===== config.mk =====
export PLATFORM = sky130hd
export DESIGN_NAME = chipset_mapper
export DESIGN_NICKNAME = d
export VERILOG_FILES = /design/src/rtl/chipset_mapper.sv
export SDC_FILE = /design/constraint.sdc
export NUM_CORES = 1
export LEC_CHECK = 0
export ABC_AREA = 1
export CAP_MARGIN = 20
export CORE_ASPECT_RATIO = 1.5
export CORE_MARGIN = 2
export CORE_UTILIZATION = 40
export DETAILED_ROUTE_END_ITERATION = 8
export PLACE_DENSITY = 0.66
export SYNTH_ARGS = -nofsm -noshare
export SYNTH_HDL_FRONTEND = slang
export SYNTH_SLANG_ARGS = --single-unit

===== constraint.sdc =====
create_clock -name clk -period 2.23 [get_ports clk]
set_input_delay 0.223 -clock clk [delete_from_list [all_inputs] [get_ports clk]]
set_output_delay 0.223 -clock clk [all_outputs]
set_load 0.1 [all_outputs]

===== src/rtl/chipset_mapper.sv =====
`default_nettype none
// ============================================================================
// Module      : chipset_mapper
// Description : Bank-window address mapper and wait-state generator for the
//               chipset I/O block.
//               - NUM_WINDOWS consecutive 64 KB windows starting at WIN_BASE
//                 remap CPU addresses into a PHYS_ADDR_W-bit physical space.
//               - An 8-byte register block at IO_BASE holds the bank registers,
//                 the wait-state register and the control register.
//               - A three-state wait FSM drives CPU READY.
// Ports       :
//   clk      in   system clock; all bus inputs are synchronous to it
//   RESET_N  in   asynchronous active-low reset
//   ALE      in   address latch enable; samples the translation
//   M_IO     in   1 = memory cycle, 0 = I/O cycle
//   RD_N     in   read strobe, active low
//   WR_N     in   write strobe, active low
//   ADDR     in   latched CPU address (20 bits)
//   DATA_IN  in   CPU write data, low byte
//   DATA_OUT out  registered register-read data
//   DATA_OE  out  high while DATA_OUT must drive the bus
//   RDY_EXT  in   external ready from slow peripherals
//   READY    out  CPU ready
//   PADDR    out  physical address (PHYS_ADDR_W bits)
//   MAP_HIT  out  latched memory cycle falls in an enabled window
// Revision    : 1.0 - initial release
// ============================================================================
module chipset_mapper #(
    parameter int           NUM_WINDOWS = 2,
    parameter logic [3:0]   WIN_BASE    = 4'h8,
    parameter int           BANK_BITS   = 5,
    parameter logic [9:0]   IO_BASE     = 10'h030,
    localparam int          PHYS_ADDR_W = BANK_BITS + 17
) (
    input  logic                   clk,
    input  logic                   RESET_N,
    input  logic                   ALE,
    input  logic                   M_IO,
    input  logic                   RD_N,
    input  logic                   WR_N,
    input  logic [19:0]            ADDR,
    input  logic [7:0]             DATA_IN,
    output logic [7:0]             DATA_OUT,
    output logic                   DATA_OE,
    input  logic                   RDY_EXT,
    output logic                   READY,
    output logic [PHYS_ADDR_W-1:0] PADDR,
    output logic                   MAP_HIT
);

    localparam logic [2:0] c_off_wait = 3'd6;
    localparam logic [2:0] c_off_ctrl = 3'd7;
    localparam logic [7:0] c_wait_rst = 8'h33;
    localparam logic [7:0] c_wait_msk = 8'h77;

    typedef enum logic [1:0] {
        ST_IDLE = 2'd0,
        ST_WAIT = 2'd1,
        ST_DONE = 2'd2
    } state_t;

    // ------------------------------------------------------------------
    // Register file
    // ------------------------------------------------------------------
    logic [BANK_BITS-1:0] r_bank [NUM_WINDOWS];
    logic [7:0]           r_wait;
    logic                 r_ctrl_en;

    // Write capture: data is latched while WR_N is low and committed when
    // the registered strobe sees its rising edge.
    logic                 r_wr_n_q;
    logic                 r_wr_pend;
    logic [2:0]           r_wr_off;
    logic [7:0]           r_wr_data;

    logic                 w_io_match;
    logic                 w_wr_commit;
    logic [7:0]           w_rd_data;

    assign w_io_match  = !M_IO && (ADDR[9:3] == IO_BASE[9:3]);
    assign w_wr_commit = r_wr_pend && !r_wr_n_q && WR_N;
    assign DATA_OE     = !RD_N && w_io_match;

    always_ff @(posedge clk or negedge RESET_N) begin
        if (!RESET_N) begin
            r_wr_n_q  <= 1'b1;
            r_wr_pend <= 1'b0;
            r_wr_off  <= 3'd0;
            r_wr_data <= 8'h00;
        end else begin
            r_wr_n_q <= WR_N;
            if (!WR_N && w_io_match) begin
                r_wr_pend <= 1'b1;
                r_wr_off  <= ADDR[2:0];
                r_wr_data <= DATA_IN;
            end else if (w_wr_commit) begin
                r_wr_pend <= 1'b0;
            end
        end
    end

    always_ff @(posedge clk or negedge RESET_N) begin
        if (!RESET_N) begin
            for (int i = 0; i < NUM_WINDOWS; i++) begin
                r_bank[i] <= BANK_BITS'(i);
            end
            r_wait    <= c_wait_rst;
            r_ctrl_en <= 1'b0;
        end else if (w_wr_commit) begin
            for (int i = 0; i < NUM_WINDOWS; i++) begin
                if (r_wr_off == 3'(i)) begin
                    r_bank[i] <= r_wr_data[BANK_BITS-1:0];
                end
            end
            if (r_wr_off == c_off_wait) begin
                r_wait <= r_wr_data & c_wait_msk;
            end
            if (r_wr_off == c_off_ctrl) begin
                r_ctrl_en <= r_wr_data[0];
            end
        end
    end

    // Read mux; unimplemented offsets and unused bits return zero.
    always_comb begin
        w_rd_data = 8'h00;
        for (int i = 0; i < NUM_WINDOWS; i++) begin
            if (ADDR[2:0] == 3'(i)) begin
                w_rd_data = 8'(r_bank[i]);
            end
        end
        if (ADDR[2:0] == c_off_wait) begin
            w_rd_data = r_wait;
        end
        if (ADDR[2:0] == c_off_ctrl) begin
            w_rd_data = {7'b0, r_ctrl_en};
        end
        if (!w_io_match) begin
            w_rd_data = 8'h00;
        end
    end

    always_ff @(posedge clk or negedge RESET_N) begin
        if (!RESET_N) begin
            DATA_OUT <= 8'h00;
        end else begin
            DATA_OUT <= w_rd_data;
        end
    end

    // ------------------------------------------------------------------
    // Address translation
    // ------------------------------------------------------------------
    // The window offset is computed one bit wider so that addresses below
    // WIN_BASE wrap to a large value and fail the range compare.
    logic [4:0]           w_win_off;
    logic                 w_win_hit;
    logic [BANK_BITS-1:0] w_bank_sel;

    assign w_win_off = {1'b0, ADDR[19:16]} - {1'b0, WIN_BASE};
    assign w_win_hit = M_IO && r_ctrl_en && (w_win_off < 5'(NUM_WINDOWS));

    always_comb begin
        w_bank_sel = '0;
        for (int i = 0; i < NUM_WINDOWS; i++) begin
            if (w_win_off == 5'(i)) begin
                w_bank_sel = r_bank[i];
            end
        end
    end

    always_ff @(posedge clk or negedge RESET_N) begin
        if (!RESET_N) begin
            PADDR   <= '0;
            MAP_HIT <= 1'b0;
        end else if (ALE) begin
            if (w_win_hit) begin
                PADDR   <= {1'b1, w_bank_sel, ADDR[15:0]};
                MAP_HIT <= 1'b1;
            end else begin
                PADDR   <= PHYS_ADDR_W'(ADDR);
                MAP_HIT <= 1'b0;
            end
        end
    end

    // ------------------------------------------------------------------
    // Wait-state FSM
    // ------------------------------------------------------------------
    // The strobe-assertion clock already counts as the first wait, so the
    // counter is loaded with N-1 and WAIT lasts N-1 clocks: READY is low
    // for exactly N clocks in total.
    state_t     r_state;
    state_t     w_state_nxt;
    logic [2:0] r_cnt;
    logic [2:0] w_cnt_nxt;
    logic [2:0] w_load;
    logic       w_strobe;
    logic       w_ready;

    assign w_strobe = !RD_N || !WR_N;
    assign w_load   = M_IO ? r_wait[2:0] : r_wait[6:4];

    always_ff @(posedge clk or negedge RESET_N) begin
        if (!RESET_N) begin
            r_state <= ST_IDLE;
            r_cnt   <= 3'd0;
        end else begin
            r_state <= w_state_nxt;
            r_cnt   <= w_cnt_nxt;
        end
    end

    always_comb begin
        w_state_nxt = r_state;
        w_cnt_nxt   = r_cnt;
        w_ready     = RDY_EXT;
        case (r_state)
            ST_IDLE: begin
                if (w_strobe) begin
                    if (w_load == 3'd0) begin
                        w_state_nxt = ST_DONE;
                    end else begin
                        w_ready     = 1'b0;
                        w_cnt_nxt   = w_load - 3'd1;
                        w_state_nxt = (w_load == 3'd1) ? ST_DONE : ST_WAIT;
                    end
                end
            end
            ST_WAIT: begin
                w_ready = 1'b0;
                if (!w_strobe) begin
                    // Aborted cycle: release READY on the next clock.
                    w_state_nxt = ST_IDLE;
                    w_cnt_nxt   = 3'd0;
                end else begin
                    w_cnt_nxt = r_cnt - 3'd1;
                    if (r_cnt == 3'd1) begin
                        w_state_nxt = ST_DONE;
                    end
                end
            end
            ST_DONE: begin
                if (!w_strobe) begin
                    w_state_nxt = ST_IDLE;
                end
            end
            default: begin
                w_state_nxt = ST_IDLE;
                w_cnt_nxt   = 3'd0;
            end
        endcase
    end

    // READY is forced high while reset is asserted, even if a strobe is
    // still active on the bus.
    assign READY = !RESET_N || w_ready;

endmodule
`default_nettype wire


Word-level counts from Yosys, hierarchy flattened
Index checks and enable logic that the tools add are counted.

word-level totals
  word-level logic and storage cells = 86
  output and inout bits = 33
  flip-flop bits (word level) = 65
  bits of input ports = 35

operators by class
  reductions and logical operators = 26
  muxes and demuxes = 26
  equality and inequality tests = 16
  add/sub/neg operators = 3
  bitwise logic cells = 1
  order comparisons = 1

operator list
  kind                   number
  $mux W8                4
  $mux W22               1
  $mux W5                3
  $eq A3 B1 Y1 const B   4
  $eq A3 B3 Y1 const B   4
  $mux W2                6
  $mux W3                4
  $logic_not A3 Y1       3
  $pmux W3 S3            1
  $reduce_and A2 Y1      4
  $eq A7 B3 Y1 const B   1
  $logic_and A1 B1 Y1    7
  $ne A2 B2 Y1 const B   3
  $pmux W2 S3            1
  $reduce_and A3 Y1      2
  $sub A3 B1 Y3 const B  2
  $eq A5 B1 Y1 const B   1
  $logic_not A1 Y1       5
  $logic_not A5 Y1       1
  $lt A5 B2 Y1 const B   1
  $mux W1                5
  $sub A4 B4 Y5 const B  1
  $ne A3 B3 Y1 const B   1
  $eq A2 B1 Y1 const B   1
  other kinds (6)        7

Depth between registers and ports, before layout
Gate-level depths: netlist of run 1.

  depth in word-level cells = 6
  depth in mapped cells = 11
  mapped depth without buffers = 11

Worst setup path before layout of run 1
OpenSTA, ideal clock, no wires.

  path kind = reg2out
  from = register r_wait[5]
  to = output port READY
  path slack = -1.140 ns
  data required time = 2.007 ns
  data arrival time = 3.147 ns
  cell stages (with the launch flop) = 8
  cells stage by stage = dfstp_2 > o21ai_0 > ha_1 > ha_1 > inv_1 > nand2_1 > a21oi_1 > o21ai_0

between the ends
  longest elaborated chain between the ends = 6

ends and longest elaborated chain
  what                    RTL line  RTL
  from (decl)             66        logic [7:0] r_wait;
  from (signal assigned)  107       r_wait <= c_wait_rst;
  from (signal assigned)  116       r_wait <= r_wr_data & c_wait_msk;
  $mux W3                 202       assign w_load = M_IO ? r_wait[2:0] : r_wait[6:4];
  $logic_not A3 Y1        221       if (w_load == 3'd0) begin
  $mux W1                 221
  $mux W1                 220       if (w_strobe) begin
  $pmux W1 S2             218       case (r_state)
  $logic_or A1 B1 Y1      257       assign READY = !RESET_N || w_ready;
  to (decl)               46        output logic READY,

Every way passes these cells.

Worst setup path in the final report of run 1
  from = register r_wait[4]
  to = output port READY

Same word-level chain as after synthesis.

==> results.md, run 1 <==
* Outcome: finished clean
* Final worst path period need at 2180 ps
* Aggregate global routing overflow at 0
* Largest net degree at the start of global routing at 64
* CTS Buffer Depth at 2
* Mapped Area at 2970 um^2
* Starting Density at 41.1%
* First-pass GRT wire length at 11,100 um
* R2R Setup Slk at 100 ps
* CP Cell Sequence: inv_2, o21ai_2, inv_2, ha_4, ha_4, inv_4, nand2_4, a21oi_4, o21ai_2, buf_12
* Die H at 110 um
* Port Buf Inserts at 65
* Share of async-settable or async-resettable flops after synthesis at 100%
* Worst-path clk slew at 70 ps
* Post-Syn Instances at 364
* Routed WL at 6880 um
* Top cells by area, synth: dfrtp_1, nand2_1, inv_1
* Register area at 1580 um^2
* Placed cell area at 3690 um^2
* CTS sink cnt at 63
* Synth Register Bits at 63
* Slowest-stage cell, CP: dfstp_2
* Setup Viol. Count Final at 0
* Number of synthesized flops with an enable pin at 0
* RePlAce Congestion at 0.822
* Via/cell ratio at 4.61
* Initial antenna violation count at 0
* Total inserted antenna cells at 0
* Ys Warns at 0
* Pwr Density at 831 nW/um^2
* Nets at 483
* Initial DRT Pass Iterations at 5
* RSZ-0062 raised after global routing: yes
* Mapped Nets at 404
* Yosys top cell by area: dfrtp_1
* Global-route usage over all layers at 18.3%
* Root Driver: clkbuf_8
* P&R area growth vs syn at 35.3%
* Max Slew Vio Count at 0
* Drt initial violations at 173
* Sequential cell area fraction in the yosys report at 53.3%
* Vias at 2,529
* DRC violations left at 0
* CP max stage delay at 530 ps
* Most common cell in the netlist: nand2_1
* Std cell rows at 38
* WL per Instance at 12.6 um
* Dominant register cell in the synthesized netlist: dfrtp_1
* Final period util at 97.6%
* Core ar. at 7230 um^2
* Startpoint Class: register
* Multi-input gate area at 1180 um^2
* CTS tree: done
* # H-tree levels at 3
* Max_cap viols at 0
* Final worst hold slack at 357 ps
* Synth top area share at 48.0%
* Required @ worst endpoint at 2010 ps
* # IOs at 68
* Filler cells at 682
* Die span in x at 74.4 um
* Final hold vios at 0
* Worst-Skew Late Latency at 340 ps
* Max Freq at 459 MHz
* VDD IR max at 414 uV
* Post-route ant nets at 0
* Hold Path Class: input pin to register
* CP arrival at 1950 ps
* Post-route cell area at 4020 um^2
* Vias in the first global route at 2,454
* Lkg Pwr at 2.06 nW
* Setup TNS at 0 ps
* Final Total Pwr at 3.34 mW
* Die area at 8150 um^2
* Avg Inst Size Synth at 8.16 um^2
* TritonCTS buffer count at 9
* Kind of end point of the critical path: output pin
* Synth unique cells at 28
* Share of cells above drive strength 1 at 19.2%
* Top fanout value on the critical path at 3
* Fin Clk Skew at 10.6 ps
* Worst Setup Path Type: register to output pin
* Placed wire-length estimate at 5040 um
* Most frequent cells after synthesis: nand2_1, dfrtp_1, inv_1, o21ai_0, nor2_1
power by group:
group | internal (mW) | switching [mW]
sequential | 1.25 | 0.0825
clock | 0.690 | 0.415
combinational | 0.309 | 0.598
total | 2.25 | 1.10
cells in the final DEF, fill, tap and decap left out, drive strengths merged, types with 3 or more instances in the layout:
cell,netlist,routed
clkbuf,4,13
a21oi,3,3
inv,56,56
nor3,6,6
o21ai,48,48
nand2,118,118
dfrtp,57,57
ha,5,5
nand4,3,3
nand3,16,16
dfstp,6,6
nor2,28,28
buf,5,44
clkdlybuf4s50,0,31
per-layer routing:
layer | up-vias | track usage (%) | share of wire [%]
li1 | 1289 | - | -
met1 | 1142 | 19.8 | 39
met2 | 84 | 32.6 | 50
met3 | 14 | 4.58 | 6.3
met4 | 0 | 8.80 | 3.7
met5 | - | 0 | 0
per-stage QoR:
stage	util, %	std cells	setup WS (ps)
2_1_floorplan	-	364	139
3_3_place_gp	51.1	526	-39.4
3_5_place_dp	51.1	526	-90.0
4_1_cts	55.2	547	-32.9
5_1_grt	55.6	548	-27.4
6_report	55.6	548	52.7
cells by family (layout without fill, tap and decap cells):
family	count (synthesis)	count (layout)	synth area share (%)
fa+ha+maj	5	5	2.11
buf+inv	65	149	8.97
mux	2	2	0.674
flops	63	63	53.3
xor+xnor	1	1	0.295
other cells	1	1	0.126
compound gates	54	54	9.35
simple gates	173	173	25.2
layout make-up:
cell class	count	area share, %
Sequential cell	63	39.4
Clock inverter	3	1.62
Timing Repair Buffer	77	17.4
Clock buffer	13	3.95
Inverter	56	5.29
Multi-Input combinational cell	236	29.3
Tap cell	100	3.11
worst paths after layout:
check / start / to / cells past startpoint
max reg2reg: r_wait[4] / r_cnt[0] / 16
min in group asynchronous: RESET_N / PADDR[15] / 3
max: r_wait[4] / READY / 10
min reg2reg: PADDR[10] / PADDR[10] / 2
max in group asynchronous: RESET_N / r_wait[5] / 3
min: WR_N / r_wr_n_q / 1
registers in the layout, indices dropped and copies added (netlist names), 2 cells and up:
register and count:
DATA_OUT 7, PADDR 22, r_bank 10, r_cnt 3
r_state 2, r_wait 6, r_wr_data 7, r_wr_off 3
repair_timing:
action,CTS,global route
pin swaps,4,3
hold buffers,0,1
hold endpoints to repair,0,1
gates resized for setup,12,6
cloned,0,0
endpoints found under the setup margin,1,3
buffers inserted,5,0
worst max-delay path, delay by kind of cell, from the launching register on:
family                   cells  cell delay (ps)
flip-flops                   1              530
AO/OA/AOI/OAI                3              360
buffers and inverters        4              340
adder cells (fa/ha/maj)      2              320
AND/OR/NAND/NOR              1               50
Note: power is estimated with default switching activity, not from simulation.
==> inputs of run 2 (changes only) <==
--- a/config.mk
+++ b/config.mk
@@ -5,13 +5,13 @@
 export SDC_FILE = /design/constraint.sdc
 export NUM_CORES = 1
 export LEC_CHECK = 0
-export ABC_AREA = 1
 export CAP_MARGIN = 20
 export CORE_ASPECT_RATIO = 1.5
 export CORE_MARGIN = 2
 export CORE_UTILIZATION = 40
 export DETAILED_ROUTE_END_ITERATION = 8
 export PLACE_DENSITY = 0.66
+export RECOVER_POWER = 25
 export SYNTH_ARGS = -nofsm -noshare
 export SYNTH_HDL_FRONTEND = slang
 export SYNTH_SLANG_ARGS = --single-unit
==> run 2 against run 1 <==
- final cell count is 29% lower
- routed wire length down 11%
- first-iteration DRC count down 20%
- global-route usage fell by 1.5 points
- largest cell class unchanged
- largest power group unchanged
- highest routed layer unchanged
==> results.md, run 2 <==
* Most flops, register: PADDR (unchanged)
* Largest net degree at the start of global routing at 31 (was 64)
* CTS sink cnt at 63 (unchanged)
* Final worst hold slack at 324 ps (was 357 ps)
* Most common cell in the netlist: dfrtp_1 (was nand2_1)
* Slew @ Worst Pin at 1080 ps
* RePlAce Congestion at 0.829 (was 0.822)
* Leading cell type in the layout, fill and taps excluded: dfrtp_1 (was nand2_1)
* Synth Register Bits at 63 (unchanged)
* Post-synthesis mux area share at 21.2% (was 0.674%)
* Final worst path period need at 2140 ps (was 2180 ps)
* Top fanout value on the critical path at 3 (unchanged)
* Worst Path Buf+Inv at 2 (was 4)
* Worst flop-to-flop path startpoint: r_wait[5] (was r_wait[4])
* Final period util at 95.9% (was 97.6%)
* Register area at 1580 um^2 (unchanged)
* Setup Viol. Count Final at 0 (unchanged)
* P&R area growth vs syn at 35.0% (was 35.3%)
* Yosys top cell by area: dfrtp_1 (unchanged)
* Post-route ant nets at 0 (unchanged)
* Initial antenna violation count at 0 (unchanged)
* Outcome: finished clean (unchanged)
* Post-Syn Instances at 226 (was 364)
* Core ar. at 6940 um^2 (was 7230 um^2)
* Required @ worst endpoint at 2010 ps (about the same)
* Die span in x at 73.4 um (was 74.4 um)
* Final non-filler cell total at 388 (was 548)
* Max Slew Vio Count at 0 (unchanged)
* Top cells by area, synth: dfrtp_1, mux2_2, dfstp_2 (was dfrtp_1, nand2_1, inv_1)
* Initial DRT Pass Iterations at 4 (was 5)
* Placed cell area at 3640 um^2 (was 3690 um^2)
* Total inserted antenna cells at 0 (unchanged)
* Worst-path clk slew at 60 ps (was 70 ps)
* Post-synthesis xor/xnor area fraction at 0% (was 0.295%)
* Placed wire-length estimate at 4630 um (was 5040 um)
* Drt initial violations at 138 (was 173)
* Worst Setup SP: ADDR[5] (was r_wait[4])
* Worst Setup Path Type: input pin to output pin (was register to output pin)
* Largest family of logic cells by synthesized area: multiplexers (was simple AND/OR/NAND/NOR gates)
* Die area at 7930 um^2 (was 8150 um^2)
* R2R Setup Slk at 500 ps (was 100 ps)
* CTS Buffer Depth at 2 (unchanged)
* Aggregate global routing overflow at 0 (unchanged)
* Worst-Skew Late Latency at 340 ps (about the same)
* Filler cells at 611 (was 682)
* CP arrival at 1910 ps (was 1950 ps)
* Post-route cell area at 3900 um^2 (was 4020 um^2)
* Std cell rows at 37 (was 38)
* Regs by FF count: PADDR (22), r_bank (10) (unchanged)
* Fin Clk Skew at 5.61 ps (was 10.6 ps)
* First-pass GRT wire length at 9820 um (was 11,100 um)
* Startpoint Class: input pin (was register)
* Avg Inst Size Synth at 12.8 um^2 (was 8.16 um^2)
* Max reg flops at 22 (unchanged)
* Most frequent cells in the layout: dfrtp_1, mux2_2, buf_4 (was nand2_1, dfrtp_1, inv_1)
* Vias in the first global route at 2,045 (was 2,454)
* Relative slew slack at 28.2%
* Mapped Nets at 266 (was 404)
* # H-tree levels at 3 (unchanged)
* Lkg Pwr at 1.80 nW (was 2.06 nW)
* Synth top area share at 49.4% (was 48.0%)
* Kind of end point of the critical path: output pin (unchanged)
* Pwr Density at 735 nW/um^2 (was 831 nW/um^2)
* WL per Instance at 15.8 um (was 12.6 um)
* Hold Path Class: input pin to async pin (was input pin to register)
* Dominant register cell in the synthesized netlist: dfrtp_1 (unchanged)
* TritonCTS buffer count at 9 (unchanged)
* Port Buf Inserts at 65 (unchanged)
* # IOs at 68 (unchanged)
* Ys Warns at 0 (unchanged)
* Via/cell ratio at 5.24 (was 4.61)
* Delay-heaviest family, CP: simple AND/OR/NAND/NOR gates (was flip-flops)
* CP Cell Sequence: clkdlybuf4s50_1, or4bb_4, or2_2, nor2_2, buf_12 (was inv_2, o21ai_2, inv_2, ha_4, ha_4, inv_4, nand2_4, a21oi_4, o21ai_2, buf_12)
* Final hold vios at 0 (unchanged)
* VDD IR max at 390 uV (was 414 uV)
* Vias at 2,035 (was 2,529)
* Synth unique cells at 48 (was 28)
* Post-Synth Adder-Cell Area at 2.17% (was 2.11%)
* Nets at 345 (was 483)
* DRC violations left at 0 (unchanged)
* Max_cap viols at 0 (unchanged)
* Slowest-stage cell, CP: or4bb_4 (was dfstp_2)
* Share of cells above drive strength 1 at 43.9% (was 19.2%)
* CTS tree: done (unchanged)
* CP max stage delay at 570 ps (was 530 ps)
* Starting Density at 41.6% (was 41.1%)
* Number of synthesized flops with an enable pin at 0 (unchanged)
* Share of async-settable or async-resettable flops after synthesis at 100% (unchanged)
* Post-synthesis compound-gate area fraction at 8.10% (was 9.35%)
* Max Freq at 468 MHz (was 459 MHz)
* RSZ-0062 raised after global routing: no (was yes)
* Mapped Area at 2890 um^2 (was 2970 um^2)
* Most frequent cells after synthesis: dfrtp_1, mux2_2, nor2_1, a21oi_1, inv_1 (was nand2_1, dfrtp_1, inv_1, o21ai_0, nor2_1)
* Root Driver: clkbuf_8 (unchanged)
* Synth Area in Simple Gates at 10.3% (was 25.2%)
* DP Cell Count at 371 (was 526)
* Die H at 108 um (was 110 um)
* Multi-input gate area at 1240 um^2 (was 1180 um^2)
* Routed WL at 6130 um (was 6880 um)
* Sequential cell area fraction in the yosys report at 54.9% (was 53.3%)
* Global-route usage over all layers at 16.8% (was 18.3%)
## run 2: cell count changes in the layout (fill, tap and decap cells not counted), sizes merged, moves of 4 or more
cell   delta
inv      -47
o21ai    -43
nor2     -17
and3      +5
nor3      -5
a21oi     +6
nor2b     +4
nand3    -14
mux2     +49
nand2   -112
mux2i     +4
## run 2: final cells by class
type                       count  share of cell area [%]
tap                           78                    2.50
multi-input combinational    142                    31.9
clock buffer                  14                    4.94
sequential                    63                    40.6
clock inverter                 2                   0.899
timing repair buffer          80                    18.2
inverter                       9                   0.866
## run 2: cell families after synthesis
kind of cell    count (synthesis)
compound gates                 33
fa+ha+maj                       5
buf+inv                        21
flops                          63
mux                            55
other cells                     1
simple gates                   48
## run 2: worst paths after layout
path | to | cells after the start
worst max-delay path | DATA_OE | 5
worst min-delay path | r_wr_off[2] | 2
worst max register to register | r_cnt[0] | 6
worst min register to register | r_wait[6] | 1
max in group asynchronous | r_wr_data[2] | 3
min in group clk | r_wr_data[5] | 2
## run 2: per-layer routing
metal / part of all wire [%] / vias to the layer above / GRT usage [%]
li1: - / 983 / -
met1: 41 / 981 / 19.2
met2: 52 / 57 / 28.3
met3: 4.4 / 14 / 4.29
met4: 2.8 / 0 / 9.09
met5: 0 / - / 0
## run 2: power breakdown
group	switching, mW	leakage [nW]	internal [mW]	total [mW]
Combinational	0.389	0.879	0.164	0.553
Clock	0.420	0.119	0.667	1.09
Sequential	0.0320	0.805	1.20	1.23
Total	0.841	1.80	2.03	2.87
## run 2: through the flow
step	TNS, ps	setup WS (ps)	power (mW)	utilization, %
final	0	92.5	2.87	56.1
after global routing	0	6.60	2.98	56.1
after CTS	0	28.4	2.90	55.9
after detailed placement	-63.8	-63.8	1.81	52.4
after global placement	-23.7	-23.7	1.80	52.4
after floorplan	-25.5	-25.5	1.62	-
## run 2: repair_timing
item                                    4_1_cts  5_1_grt
hold buffers                                  1        0
gates cloned                                  0        0
resized for setup                             3        5
endpoints found under the hold margin        10        0
endpoints found under the setup margin        1        2
buffers inserted                              0        0
==> inputs of run 3 (changes only) <==
--- a/config.mk
+++ b/config.mk
@@ -9,6 +9,8 @@
 export CORE_ASPECT_RATIO = 1.5
 export CORE_MARGIN = 2
 export CORE_UTILIZATION = 40
+export CTS_BUF_LIST = sky130_fd_sc_hd__clkbuf_16
+export CTS_CLUSTER_SIZE = 25
 export DETAILED_ROUTE_END_ITERATION = 8
 export PLACE_DENSITY = 0.66
 export RECOVER_POWER = 25
==> run 3 against run 2 <==
- sequential power hardly changed
- flip-flop and latch count stayed put
- global-route usage is 0.32 points higher
- first-iteration DRC count is 25% higher
- register-to-register slack worse by 30 ps
- routed wire length is 2.0% higher
- clock power is 20% higher
- maximum frequency hardly changed
- design area is 0.51% higher
- final cell count stayed put
- die area stayed put
- via count is 0.74% higher
==> results.md, run 3 (synthesis results as in run 2) <==
* Post-route ant nets at 0 (unchanged)
* RePlAce Congestion at 0.829 (unchanged)
* Most frequent cells in the layout: dfrtp_1, mux2_2, buf_4 (unchanged)
* CTS sink cnt at 63 (unchanged)
* CTS tree: done (unchanged)
* Finished Core Util at 56.4% (was 56.1%)
* Global-route usage over all layers at 17.1% (was 16.8%)
* Max Slew Vio Count at 0 (unchanged)
* Most flops, register: PADDR (unchanged)
* Sw power at 0.889 mW (was 0.841 mW)
* Final Total Pwr at 3.09 mW (was 2.87 mW)
* Routed WL at 6260 um (was 6130 um)
* Die span in x at 73.4 um (unchanged)
* Top Metal Used: met4 (unchanged)
* Worst-Skew Late Latency at 330 ps (was 340 ps)
* Aggregate global routing overflow at 0 (unchanged)
* Max Freq at 468 MHz (about the same)
* Slowest-stage cell, CP: or4bb_4 (unchanged)
* Final worst path period need at 2140 ps (about the same)
* P&R area growth vs syn at 35.7% (was 35.0%)
* Vias in the first global route at 2,053 (was 2,045)
* Relative slew slack at 22.0% (was 28.2%)
* Die area at 7930 um^2 (unchanged)
* WL met1 at 2560 um (was 2520 um)
* CP Cell Sequence: clkdlybuf4s50_1, or4bb_4, or2_2, nor2_2, buf_12 (unchanged)
* Setup Viol. Count Final at 0 (unchanged)
* Std cell rows at 37 (unchanged)
* Setup WS post-layout at 94.5 ps (was 92.5 ps)
* Slew @ Worst Pin at 1170 ps (was 1080 ps)
* Lkg Pwr at 1.80 nW (about the same)
* VDD IR max at 386 uV (was 390 uV)
* Core ar. at 6940 um^2 (unchanged)
* Final hold vios at 0 (unchanged)
* Outcome: finished clean (unchanged)
* Regs by FF count: PADDR (22), r_bank (10) (unchanged)
* DRC violations left at 0 (unchanged)
* Clock group share of total power at 42.3% (was 37.9%)
* Die H at 108 um (unchanged)
* Worst-path clk slew at 50 ps (was 60 ps)
* # H-tree levels at 3 (unchanged)
* TritonCTS buffer count at 9 (unchanged)
* Fin Clk Skew at 3.04 ps (was 5.61 ps)
* Logic pwr share at 17.9% (was 19.3%)
* Met3 Wirelength at 279 um (was 269 um)
* Share of cells above drive strength 1 at 40.0% (was 43.9%)
* # IOs at 68 (unchanged)
* Worst Path Buf+Inv at 2 (unchanged)
* Post-CTS Setup Bufs at 0 (unchanged)
* CTS Buffer Depth at 2 (unchanged)
* Nets at 345 (unchanged)
* Hold Path Class: input pin to async pin (unchanged)
* Starting Density at 41.6% (unchanged)
* Max reg flops at 22 (unchanged)
* Initial antenna violation count at 0 (unchanged)
* Pint at 2.20 mW (was 2.03 mW)
* RSZ-0062 raised after global routing: no (unchanged)
* First-pass GRT wire length at 10000 um (was 9820 um)
* Pwr Density at 789 nW/um^2 (was 735 nW/um^2)
* Total inserted antenna cells at 0 (unchanged)
* Vias at 2,050 (was 2,035)
* Kind of end point of the critical path: output pin (unchanged)
* Final period util at 95.8% (was 95.9%)
* Port Buf Inserts at 65 (unchanged)
* Largest net degree at the start of global routing at 31 (unchanged)
* Leading cell type in the layout, fill and taps excluded: dfrtp_1 (unchanged)
* Post-Place Setup Slack at -63.8 ps (unchanged)
* Initial DRT Pass Iterations at 6 (was 4)
* Via/cell ratio at 5.28 (was 5.24)
* Root Driver: clkbuf_16 (was clkbuf_8)
* CP max stage delay at 570 ps (about the same)
* CP arrival at 1910 ps (about the same)
* Switch share at 28.7% (was 29.3%)
* Metal2 WL at 3230 um (was 3170 um)
* WL per Instance at 16.1 um (was 15.8 um)
* Drt initial violations at 173 (was 138)
* Max_cap viols at 0 (unchanged)
* Delay-heaviest family, CP: simple AND/OR/NAND/NOR gates (unchanged)
* Worst Setup Path Type: input pin to output pin (unchanged)
* Startpoint Class: input pin (unchanged)
* Top fanout value on the critical path at 3 (unchanged)
* Sequential power share at 39.8% (was 42.8%)
* Required @ worst endpoint at 2010 ps (about the same)
* Placed wire-length estimate at 4630 um (unchanged)
run 3: changes by cell type in the layout (fill, tap and decap cells not counted), moves of 4 or more:
cell	change
buf_4	-4
clkbuf_1	+5
clkbuf_16	+9
clkbuf_8	-14
clkinv_1	+5
run 3: final cells by class:
cell class	count	area, um^2
clock inverters	7	53.8
repair buffers	80	694
multi-input cells	142	1230
well taps	78	97.6
clock buffers	9	225
fillers	594	3030
flip-flops and latches	63	1580
inverters	9	33.8
run 3: worst paths after layout:
check	startpoint	slack, ps	endpoint	depth (start not counted)
max reg2reg	r_wait[5]	470	r_cnt[0]	6
max in group asynchronous	RESET_N	570	r_wr_data[2]	3
min in group clk	r_wr_data[6]	500	r_wait[6]	1
min	RESET_N	350	r_wr_off[2]	2
min reg2reg	r_wr_data[6]	500	r_wait[6]	1
max	ADDR[5]	90	DATA_OE	5
run 3: what timing repair did:
item,4_1_cts,5_1_grt
resized for setup,2,3
pin swaps,0,0
endpoints found under the setup margin,1,2
hold buffers,1,0
hold endpoints to repair,10,0
run 3: power by group through the flow:
| stage | clock network, mW | registers, mW | logic (mW) |
|---|---|---|---|
| after floorplan | 0 | 1.51 | 0.111 |
| after global placement | 0 | 1.25 | 0.551 |
| final | 1.31 | 1.23 | 0.553 |
| after CTS | 1.34 | 1.23 | 0.559 |
| after detailed placement | 0 | 1.25 | 0.557 |
| after global routing | 1.39 | 1.24 | 0.582 |
run 3: metrics by stage:
stage / instances / hold slack [ps] / TNS [ps] / instance area, um^2
after detailed placement: 371 / 167 / -63.8 / 3640
after CTS: 388 / 357 / 0 / 3930
final: 388 / 349 / 0 / 3920
after floorplan: 226 / -72.6 / -25.5 / 2890
after global routing: 388 / 385 / 0 / 3920
after global placement: 371 / 159 / -23.7 / 3640
run 3: worst reg2reg max path: stages (launching register included):
cell	delay, ps
dfstp_2	550
mux2i_2	90
ha_1	210
ha_2	180
buf_4	140
o311ai_0	320
o31ai_1	130
run 3: per-layer routing:
metal / vias up / track usage (%)
met5: - / 0
met4: 0 / 9.09
met3: 16 / 4.85
met2: 52 / 28.5
met1: 998 / 19.7
li1: 984 / -
